[src/rtl/accum_cpu_pkg.sv]
// Shared definitions for the accumulator CPU: opcodes, FSM states and the
// two's-complement overflow helper used by the ALU.
package accum_cpu_pkg;

    localparam logic [2:0] OP_LOAD  = 3'b000;
    localparam logic [2:0] OP_STORE = 3'b001;
    localparam logic [2:0] OP_ADD   = 3'b010;
    localparam logic [2:0] OP_SUB   = 3'b011;
    localparam logic [2:0] OP_IN    = 3'b100;
    localparam logic [2:0] OP_JZ    = 3'b101;
    localparam logic [2:0] OP_JPOS  = 3'b110;
    localparam logic [2:0] OP_HALT  = 3'b111;

    typedef enum logic [2:0] {
        S_IDLE    = 3'd0,
        S_FETCH   = 3'd1,
        S_LATCH   = 3'd2,
        S_DECODE  = 3'd3,
        S_EXEC    = 3'd4,
        S_WAIT_IN = 3'd5,
        S_HALTED  = 3'd6
    } state_t;

    // Subtraction is a + ~b + 1, so the effective operand sign is inverted.
    function automatic logic signed_ovf(input logic a_msb, input logic b_msb,
                                        input logic r_msb, input logic is_sub);
        logic b_eff;
        b_eff = is_sub ? ~b_msb : b_msb;
        return (a_msb == b_eff) && (r_msb != a_msb);
    endfunction

endpackage

[src/rtl/accum_cpu_ram.sv]
// Single-port program/data RAM: synchronous write, registered read (old data
// on a same-address write). Contents are deliberately not reset.
module accum_cpu_ram #(
    parameter int DW = 8,
    parameter int AW = 5
) (
    input  logic          clk,
    input  logic          we,
    input  logic [AW-1:0] addr,
    input  logic [DW-1:0] wdata,
    output logic [DW-1:0] rdata
);

    logic [DW-1:0] mem [2**AW];

    always_ff @(posedge clk) begin
        if (we) begin
            mem[addr] <= wdata;
        end
        rdata <= mem[addr];
    end

endmodule

[src/rtl/accum_cpu_core.sv]
// Accumulator CPU core: FSM controller, PC/IR/A registers, ALU and on-chip
// RAM. The host loads RAM while idle/halted, pulses start, and reads A.
module accum_cpu_core
    import accum_cpu_pkg::*;
#(
    parameter int DW = 8,   // must satisfy DW >= AW+3
    parameter int AW = 5
) (
    input  logic          clk,
    input  logic          rst,
    input  logic          start,
    input  logic          prog_we,
    input  logic [AW-1:0] prog_addr,
    input  logic [DW-1:0] prog_data,
    input  logic [DW-1:0] in_data,
    input  logic          in_valid,
    output logic          in_ready,
    output logic [DW-1:0] a_out,
    output logic          aeq0,
    output logic          apos,
    output logic          ovf,
    output logic          busy,
    output logic          halted,
    output logic [AW-1:0] pc,
    output logic [2:0]    state_dbg
);

    // Input handshake: a word is taken on any cycle where in_valid && in_ready.
    // in_ready is registered and is high exactly while the FSM sits in WAIT_IN.

    state_t        state, state_next;
    logic [DW-1:0] acc;
    logic [DW-1:0] ir;
    logic [AW-1:0] pc_r;
    logic          ovf_r;
    logic          in_ready_r;

    logic          ram_we;
    logic [AW-1:0] ram_addr;
    logic [DW-1:0] ram_wdata;
    logic [DW-1:0] ram_q;

    logic [2:0]    opcode;
    logic [AW-1:0] ir_addr;
    logic          host_owns_ram;
    logic [DW-1:0] sum;
    logic [DW-1:0] diff;
    logic          branch_taken;

    assign opcode        = ir[DW-1 -: 3];
    assign ir_addr       = ir[AW-1:0];
    assign host_owns_ram = (state == S_IDLE) || (state == S_HALTED);
    assign sum           = acc + ram_q;
    assign diff          = acc - ram_q;
    assign branch_taken  = ((opcode == OP_JZ)   && (acc == '0)) ||
                           ((opcode == OP_JPOS) && !acc[DW-1]);

    accum_cpu_ram #(
        .DW (DW),
        .AW (AW)
    ) u_ram (
        .clk   (clk),
        .we    (ram_we),
        .addr  (ram_addr),
        .wdata (ram_wdata),
        .rdata (ram_q)
    );

    // State register
    always_ff @(posedge clk or posedge rst) begin
        if (rst) begin
            state <= S_IDLE;
        end else begin
            state <= state_next;
        end
    end

    // Next-state logic
    always_comb begin
        state_next = state;
        case (state)
            S_IDLE, S_HALTED: begin
                if (start) begin
                    state_next = S_FETCH;
                end
            end
            S_FETCH:  state_next = S_LATCH;
            S_LATCH:  state_next = S_DECODE;
            S_DECODE: begin
                case (opcode)
                    OP_LOAD, OP_ADD, OP_SUB: state_next = S_EXEC;
                    OP_IN:                   state_next = S_WAIT_IN;
                    OP_HALT:                 state_next = S_HALTED;
                    default:                 state_next = S_FETCH;
                endcase
            end
            S_EXEC:   state_next = S_FETCH;
            S_WAIT_IN: begin
                if (in_valid) begin
                    state_next = S_FETCH;
                end
            end
            default:  state_next = S_IDLE;
        endcase
    end

    // RAM port mux: host when idle/halted, PC on fetch, IR operand otherwise
    always_comb begin
        ram_we    = 1'b0;
        ram_addr  = ir_addr;
        ram_wdata = acc;
        case (state)
            S_IDLE, S_HALTED: begin
                ram_we    = prog_we;
                ram_addr  = prog_addr;
                ram_wdata = prog_data;
            end
            S_FETCH: begin
                ram_addr = pc_r;
            end
            S_DECODE: begin
                ram_we = (opcode == OP_STORE);
            end
            default: begin
            end
        endcase
    end

    // Datapath registers
    always_ff @(posedge clk or posedge rst) begin
        if (rst) begin
            acc        <= '0;
            ir         <= '0;
            pc_r       <= '0;
            ovf_r      <= 1'b0;
            in_ready_r <= 1'b0;
        end else begin
            in_ready_r <= (state_next == S_WAIT_IN);
            case (state)
                S_IDLE, S_HALTED: begin
                    if (start) begin
                        pc_r  <= '0;
                        acc   <= '0;
                        ovf_r <= 1'b0;
                    end
                end
                S_LATCH: begin
                    ir   <= ram_q;
                    pc_r <= pc_r + 1'b1;
                end
                S_DECODE: begin
                    if (branch_taken) begin
                        pc_r <= ir_addr;
                    end
                end
                S_EXEC: begin
                    case (opcode)
                        OP_LOAD: acc <= ram_q;
                        OP_ADD: begin
                            acc   <= sum;
                            ovf_r <= ovf_r | signed_ovf(acc[DW-1], ram_q[DW-1], sum[DW-1], 1'b0);
                        end
                        OP_SUB: begin
                            acc   <= diff;
                            ovf_r <= ovf_r | signed_ovf(acc[DW-1], ram_q[DW-1], diff[DW-1], 1'b1);
                        end
                        default: begin
                        end
                    endcase
                end
                S_WAIT_IN: begin
                    if (in_valid) begin
                        acc <= in_data;
                    end
                end
                default: begin
                end
            endcase
        end
    end

    assign in_ready  = in_ready_r;
    assign a_out     = acc;
    assign aeq0      = (acc == '0);
    assign apos      = ~acc[DW-1];
    assign ovf       = ovf_r;
    assign busy      = !host_owns_ram;
    assign halted    = (state == S_HALTED);
    assign pc        = pc_r;
    assign state_dbg = state;

endmodule

[config.mk]
export PLATFORM = sky130hd
export DESIGN_NAME = accum_cpu_core
export DESIGN_NICKNAME = d
export VERILOG_FILES = /design/src/rtl/accum_cpu_pkg.sv /design/src/rtl/accum_cpu_ram.sv /design/src/rtl/accum_cpu_core.sv
export SDC_FILE = /design/constraint.sdc
export NUM_CORES = 1
export LEC_CHECK = 0
export ABC_AREA = 1
export BUFFER_PORTS_ARGS = -buffer_cell sky130_fd_sc_hd__buf_4
export CAP_MARGIN = 30
export CELL_PAD_IN_SITES_DETAIL_PLACEMENT = 0
export CELL_PAD_IN_SITES_GLOBAL_PLACEMENT = 1
export CORE_UTILIZATION = 47
export CTS_BUF_LIST = sky130_fd_sc_hd__clkbuf_4 sky130_fd_sc_hd__clkbuf_8 sky130_fd_sc_hd__clkbuf_16
export CTS_CLUSTER_DIAMETER = 30
export DETAILED_ROUTE_END_ITERATION = 7
export GPL_TIMING_DRIVEN = 0
export PLACE_DENSITY_LB_ADDON = 0.2
export SETUP_SLACK_MARGIN = 0.2
export SLEW_MARGIN = 20
export SYNTH_ARGS = -nofsm -noshare
export SYNTH_HDL_FRONTEND = slang
export SYNTH_HIERARCHICAL = 1
export SYNTH_SLANG_ARGS = --single-unit
[constraint.sdc]
create_clock -name clk -period 3.05 [get_ports clk]
set_clock_uncertainty 0.05 [all_clocks]
set_input_delay 0.4575 -clock clk [delete_from_list [all_inputs] [get_ports clk]]
set_output_delay 0.4575 -clock clk [all_outputs]
set_load 0.005 [all_outputs]
; ---- Word-level counts from Yosys, hierarchy flattened
; Memory sizes are Yosys's and may differ from the RTL's. A register that Yosys moved wholly into a read port is not among the register bits.
; Cells that the tools add are included.
[word_totals]
memories = 1
input_bits = 26
word_cells = 75
out_inout_bits = 22
regBits = 26
ram_bits = 256
[classes]
bitwise = 4
n_eq_ne = 23
reduce_logical = 19
n_addsub = 3
n_mux = 19
[memory_table]
columns = memory, depth, word_bits, read_ports, rd_ports_with_merged_regs, write_ports, line_no
row1 = u_ram.mem, 32, 8, 1, 1, 1, accum_cpu_ram.sv:14  ; logic [DW-1:0] mem [2**AW];
[ops]
columns = cell, n
row1 = $pmux W8 S3, 2
row2 = $eq A3 B3 Y1 const B, 8
row3 = $mux W8, 3
row4 = $pmux W3 S6, 1
row5 = $pmux W5 S3, 1
row6 = $eq A3 B2 Y1 const B, 4
row7 = $mux W5, 2
row8 = $pmux W5 S2, 1
row9 = $pmux W3 S3, 1
row10 = $add A8 B8 Y8, 1
row11 = $logic_not A8 Y1, 1
row12 = $sub A8 B8 Y8, 1
row13 = $eq A3 B1 Y1 const B, 2
row14 = $logic_not A3 Y1, 2
row15 = $mux W3, 2
row16 = $ne A2 B2 Y1 const B, 3
row17 = $pmux W1 S2, 3
row18 = $reduce_and A3 Y1, 2
row19 = $reduce_bool A3 Y1, 2
row20 = $add A5 B1 Y5 const B, 1
row21 = $logic_and A1 B1 Y1, 4
row22 = $ne A4 B4 Y1 const B, 1
row23 = $reduce_and A4 Y1, 1
row24 = $mux W1, 3
row25 = 10 further kinds, 16

; ---- Logic depth before layout (Yosys ltp)
[logic_depth]
depth_word = 6
mapped_depth = 19
ltp_nobuf = 15

; ---- Modules after synthesis
; The synthesis kept the hierarchy.
[by_module_without_submodules]
columns = module, seq_area_each_um2, n_inst, area_each_um2, cells_each
row1 = accum_cpu_ram, 7847.5, 1, 10988.0, 1063
row2 = accum_cpu_core, 650.6, 1, 2392.3, 365

; ---- Worst setup path after synthesis
; Ideal clock, no wire load.
[synth_path]
path_type = register -> register
startpoint = register state[1], in the netlist state_dbg[1]
endpoint = memory u_ram.mem[4][0], enable pin
period_less_slack_ps = 2767
stages_incl_launch_ff = 10
slack_ps = 283
required_time_ps = 2630
t_arrival_ps = 2347
path_cell_list = dfrtp_1 > buf_4 > nor3_1 > nor2_1 > a22oi_1 > o21ai_0 > buf_4 > nor3_2 > inv_1 > nor2_1
[synth_between]
elab_cells_between_ends = 9
[synth_lines]
columns = item, line_no
row1 = from (decl), accum_cpu_core.sv:31  ; state_t state, state_next;
row2 = from (signal assigned), accum_cpu_core.sv:74  ; state <= state_next;
row3 = $eq A3 B3 Y1 / $logic_not A3 Y1 (equally long branches), accum_cpu_core.sv:112  ; case (state)
row4 = $reduce_or A2 Y1, accum_cpu_core.sv:112
row5 = $pmux W5 S2 *, accum_cpu_core.sv:112
row6 = named net ram_addr[3], accum_cpu_core.sv:39  ; logic [AW-1:0] ram_addr;
row7 = to (decl), accum_cpu_ram.sv:14
; The timed path passes the listed nets; every way through them passes the cells marked *.

; ---- Final worst setup path
[layout_path]
startpoint = register state[1], in the netlist state_dbg[1]
endpoint = register u_ram.rdata[2] (read register of u_ram.mem)
[layout_between]
elab_chain_len = 3
elab_cells_between_ends = 5
[layout_lines]
columns = item, line_no
row1 = $eq A3 B3 Y1 / $logic_not A3 Y1 (equally long branches), accum_cpu_core.sv:112
row2 = $reduce_or A2 Y1, accum_cpu_core.sv:112
row3 = $pmux W5 S2 *, accum_cpu_core.sv:112
row4 = named net ram_addr[0], accum_cpu_core.sv:39
row5 = to (decl), accum_cpu_ram.sv:11  ; output logic [DW-1:0] rdata
; Marked as above.
; A chain may end at the register's enable or synchronous reset.

==> impl_results.md <==
* PD cells at roughly 1300 nW/um2
* Core ar. at around 28,000 um2
* Die width at about 170 um
* FF+latch count, synth at 290
* TritonRoute pass-1 iters at 5
* Synth cell types at 41
* Period utilization at 89.67%
* Ys flop type: edfxtp_1
* Fin crit period at between 2000 and 3000 ps
* Syn Inst Count at about 1,400
* Critical path required time at between 3000 and 4000 ps
* Hold Slack at roughly 120 ps
* MaxCap Viol Count at 0
* Largest net degree at the start of global routing at 25
* Clock tree buffer depth at 3
* Antenna violations before repair at 0
* EDFF count, synth at ~260
* Cell family with most CP delay: simple AND/OR/NAND/NOR gates
* Vias in the first global route at ~10,000
* Via density at just over 5
* Mapped Avg Cell Area at 9.370 um2
* Final hold viol count at 0
* Die span in y at 170.7 um
* Worst path arrival time at 3120 ps
* CP dominant cell by count: nand2_1
* Peak supply drop at 0.0005954 V
* FMAX at roughly 370 MHz
* WL per Instance at ~18 um
* Crit Path Category: flop to flop
* CTS tree: done
* Worst-margin pin slew at about 710 ps
* GRT Total Usage at 26.63%
* Total wire length at between 30,000 and 40,000 um
* Commonest cells after routing, fill and taps aside: 775 x nand2_1, 256 x edfxtp_1, 90 x buf_4, 60 x clkbuf_16, 58 x inv_1
* Global-route wire length before repair at approximately 57,000 um
* H-tree depth at 2
* Buffers on Ports at 47
* Post-DP HPWL at approximately 25,000 um
* CP bufs+invs at 6
* Most common cell after layout, fill and taps aside: nand2_1
* Vias at between 10,000 and 15,000
* PnR Total Power at between 0.02 and 0.025 W
* Final Slew Violations at 0
* # DRC at 0
* Final ANT Viol Nets at 0
* Worst path slowest cell: dfrtp_1
* Rel. slew slack at 52.65%
* Violation count after the first detailed-route iteration at between 700 and 800
* Layout cells sized above 1 at a little over a fifth
* Async SR Flop Fraction at under 10%
* Crit path cell chain: buf_6 -> inv_1 -> nand3_1 -> nand2_4 -> clkbuf_8 -> a22oi_1 -> nand2_1 -> buf_2 -> buf_4 -> clkbuf_4 -> nand2_1 -> nand2_1 -> nand2_1 -> nand2_1 -> nand2_1 -> nand2_1 -> nor2_1 -> nand2_1
* Yosys Warn Count at 6
* Leakage at 7.636 nW
* Syn-to-layout area delta at 32.63%
* Hold Crit Class: primary input to flop
* Fillcell total at 2,272
* Io pins at 48
* Post-layout nets at approximately 1,600
* Mapped cell area at 13,380 um2
* Initial Utilization at roughly half
* Grt ovf at 0
* Clock root buffer: clkbuf_16
* Mapped Nets at 1,471
* Num rows at 61
* Unrepaired setup endpoints after global routing: yes
* CTS Buf Count at 60
* Skew-Pair Late Insertion Delay at around 580 ps
* Status: complete, no violations
* Final Wtd Congestion at 0.8986
* CTS clk-pin slew, worst paths at 50 ps
* Kind of end point of the critical path: flop
* Crit Path Max Fanout at 10
* DIE AREA at 29,150 um2
* CP startpoint kind: flop
* Sequential share of the synthesized area at a little under two thirds
* Diode count at 0
* Slowest stage delay, CP at 360 ps
* Final setup vio count at 0
* Clock tree sinks at 290
[layout make-up]
class / count / area [um2] / area share [%]
Timing Repair Buffer: 108 / 1272 / 7.170
Clock inverter: 45 / 521.8 / 2.940
Multi-Input combinational cell: 1013 / 4801 / 27.05
Clock buffer: 66 / 1553 / 8.749
Tap cell: 378 / 473.0 / 2.665
Buffer: 53 / 352.8 / 1.988
Sequential cell: 290 / 8498 / 47.88
Inverter: 72 / 275.3 / 1.551
[flip-flops by register name (all words and copies together) (netlist names)]
signal       flops
state_dbg        3
u_ram/mem      256
ovf              1
in_ready         1
u_ram/rdata      8
ir               8
a_out            8
pc               5
[what timing repair did]
item,4_1_cts,5_1_grt
buffers inserted,45,5
endpoints found under the hold margin,9,0
setup endpoints to repair,264,264
pin swaps,40,6
gates resized for setup,93,32
hold buffers,1,0
[metrics by stage]
step / setup slack [ps] / instances / utilization, % / setup TNS (ps) / area [um2]
final: 315.0 / 2025 / 63.71 / 0 / 17750
after global routing: 165.1 / 2025 / 63.71 / 0 / 17750
after CTS: 210.3 / 2020 / 63.27 / 0 / 17630
after detailed placement: -1079 / 1863 / 52.20 / -251620 / 14540
after global placement: -2436 / 1853 / 50.99 / -782560 / 14210
after floorplan: 282.6 / 1428 / - / 0 / 13380
[worst register-to-register path, cell delays in order (launching register included)]
cell and delay (ps):
dfrtp_1 360, buf_6 160, inv_1 60, nand3_1 130
nand2_4 100, clkbuf_8 190, a22oi_1 140, nand2_1 80
buf_2 160, buf_4 200, clkbuf_4 220, nand2_1 80
nand2_1 60, nand2_1 50, nand2_1 100, nand2_1 130
nand2_1 110, nor2_1 120, nand2_1 100
[kinds of logic (layout without fill, tap and decap cells)]
group	after synthesis	count (layout)	synth area share, %
mux	1	1	0.08415
simple gates	921	921	27.30
fa+ha+maj	17	17	1.702
buf+inv	125	344	4.208
flops	290	290	63.51
compound gates	74	74	3.198
[Yosys cell counts (all sizes together) (4+ instances only)]
master  count  area, um2
nand2     781       2939
o21ai      30      150.1
edfxtp    256       7687
ha         15      187.7
nand4       6      52.55
nand3      35      175.2
clkbuf     14      53.80
buf        39      236.5
a21oi      29      160.2
dfrtp      26      650.6
inv        72      272.8
o211ai      4      30.03
dfxtp       8      160.2
nor2       81      329.1
nor3       13      121.4
a22oi       6      45.04
[layer usage]
metal	GRT usage [%]	vias to the layer above	share of wire, %
met5	0	-	0
met2	45.89	351	49
met3	3.747	89	5.8
li1	-	5007	-
met1	33.25	4791	41
met4	12.06	0	3.5
[path summary, 6_finish.rpt]
path	start	endpoint	slack, ps	cells past startpoint
max in group asynchronous	rst	a_out[3]$_DFFE_PP0P_	2040	4
setup reg to reg	state_dbg[1]$_DFF_PP0_	u_ram/rdata[2]$_DFF_P_	310	18
setup / recovery	state_dbg[1]$_DFF_PP0_	u_ram/rdata[2]$_DFF_P_	310	18
min in group asynchronous	rst	pc[2]$_DFFE_PP0P_	400	3
hold / removal	in_data[0]	a_out[0]$_DFFE_PP0P_	120	3
hold reg to reg	ovf$_DFFE_PP0P_	ovf$_DFFE_PP0P_	430	2
[power by group]
group	switching [W]	internal, W	leakage, nW
registers	0.000289	0.00552	2.72
logic	0.00727	0.00337	3.94
clock network	0.00214	0.00436	0.980
Power figures use the tool's default switching activity.
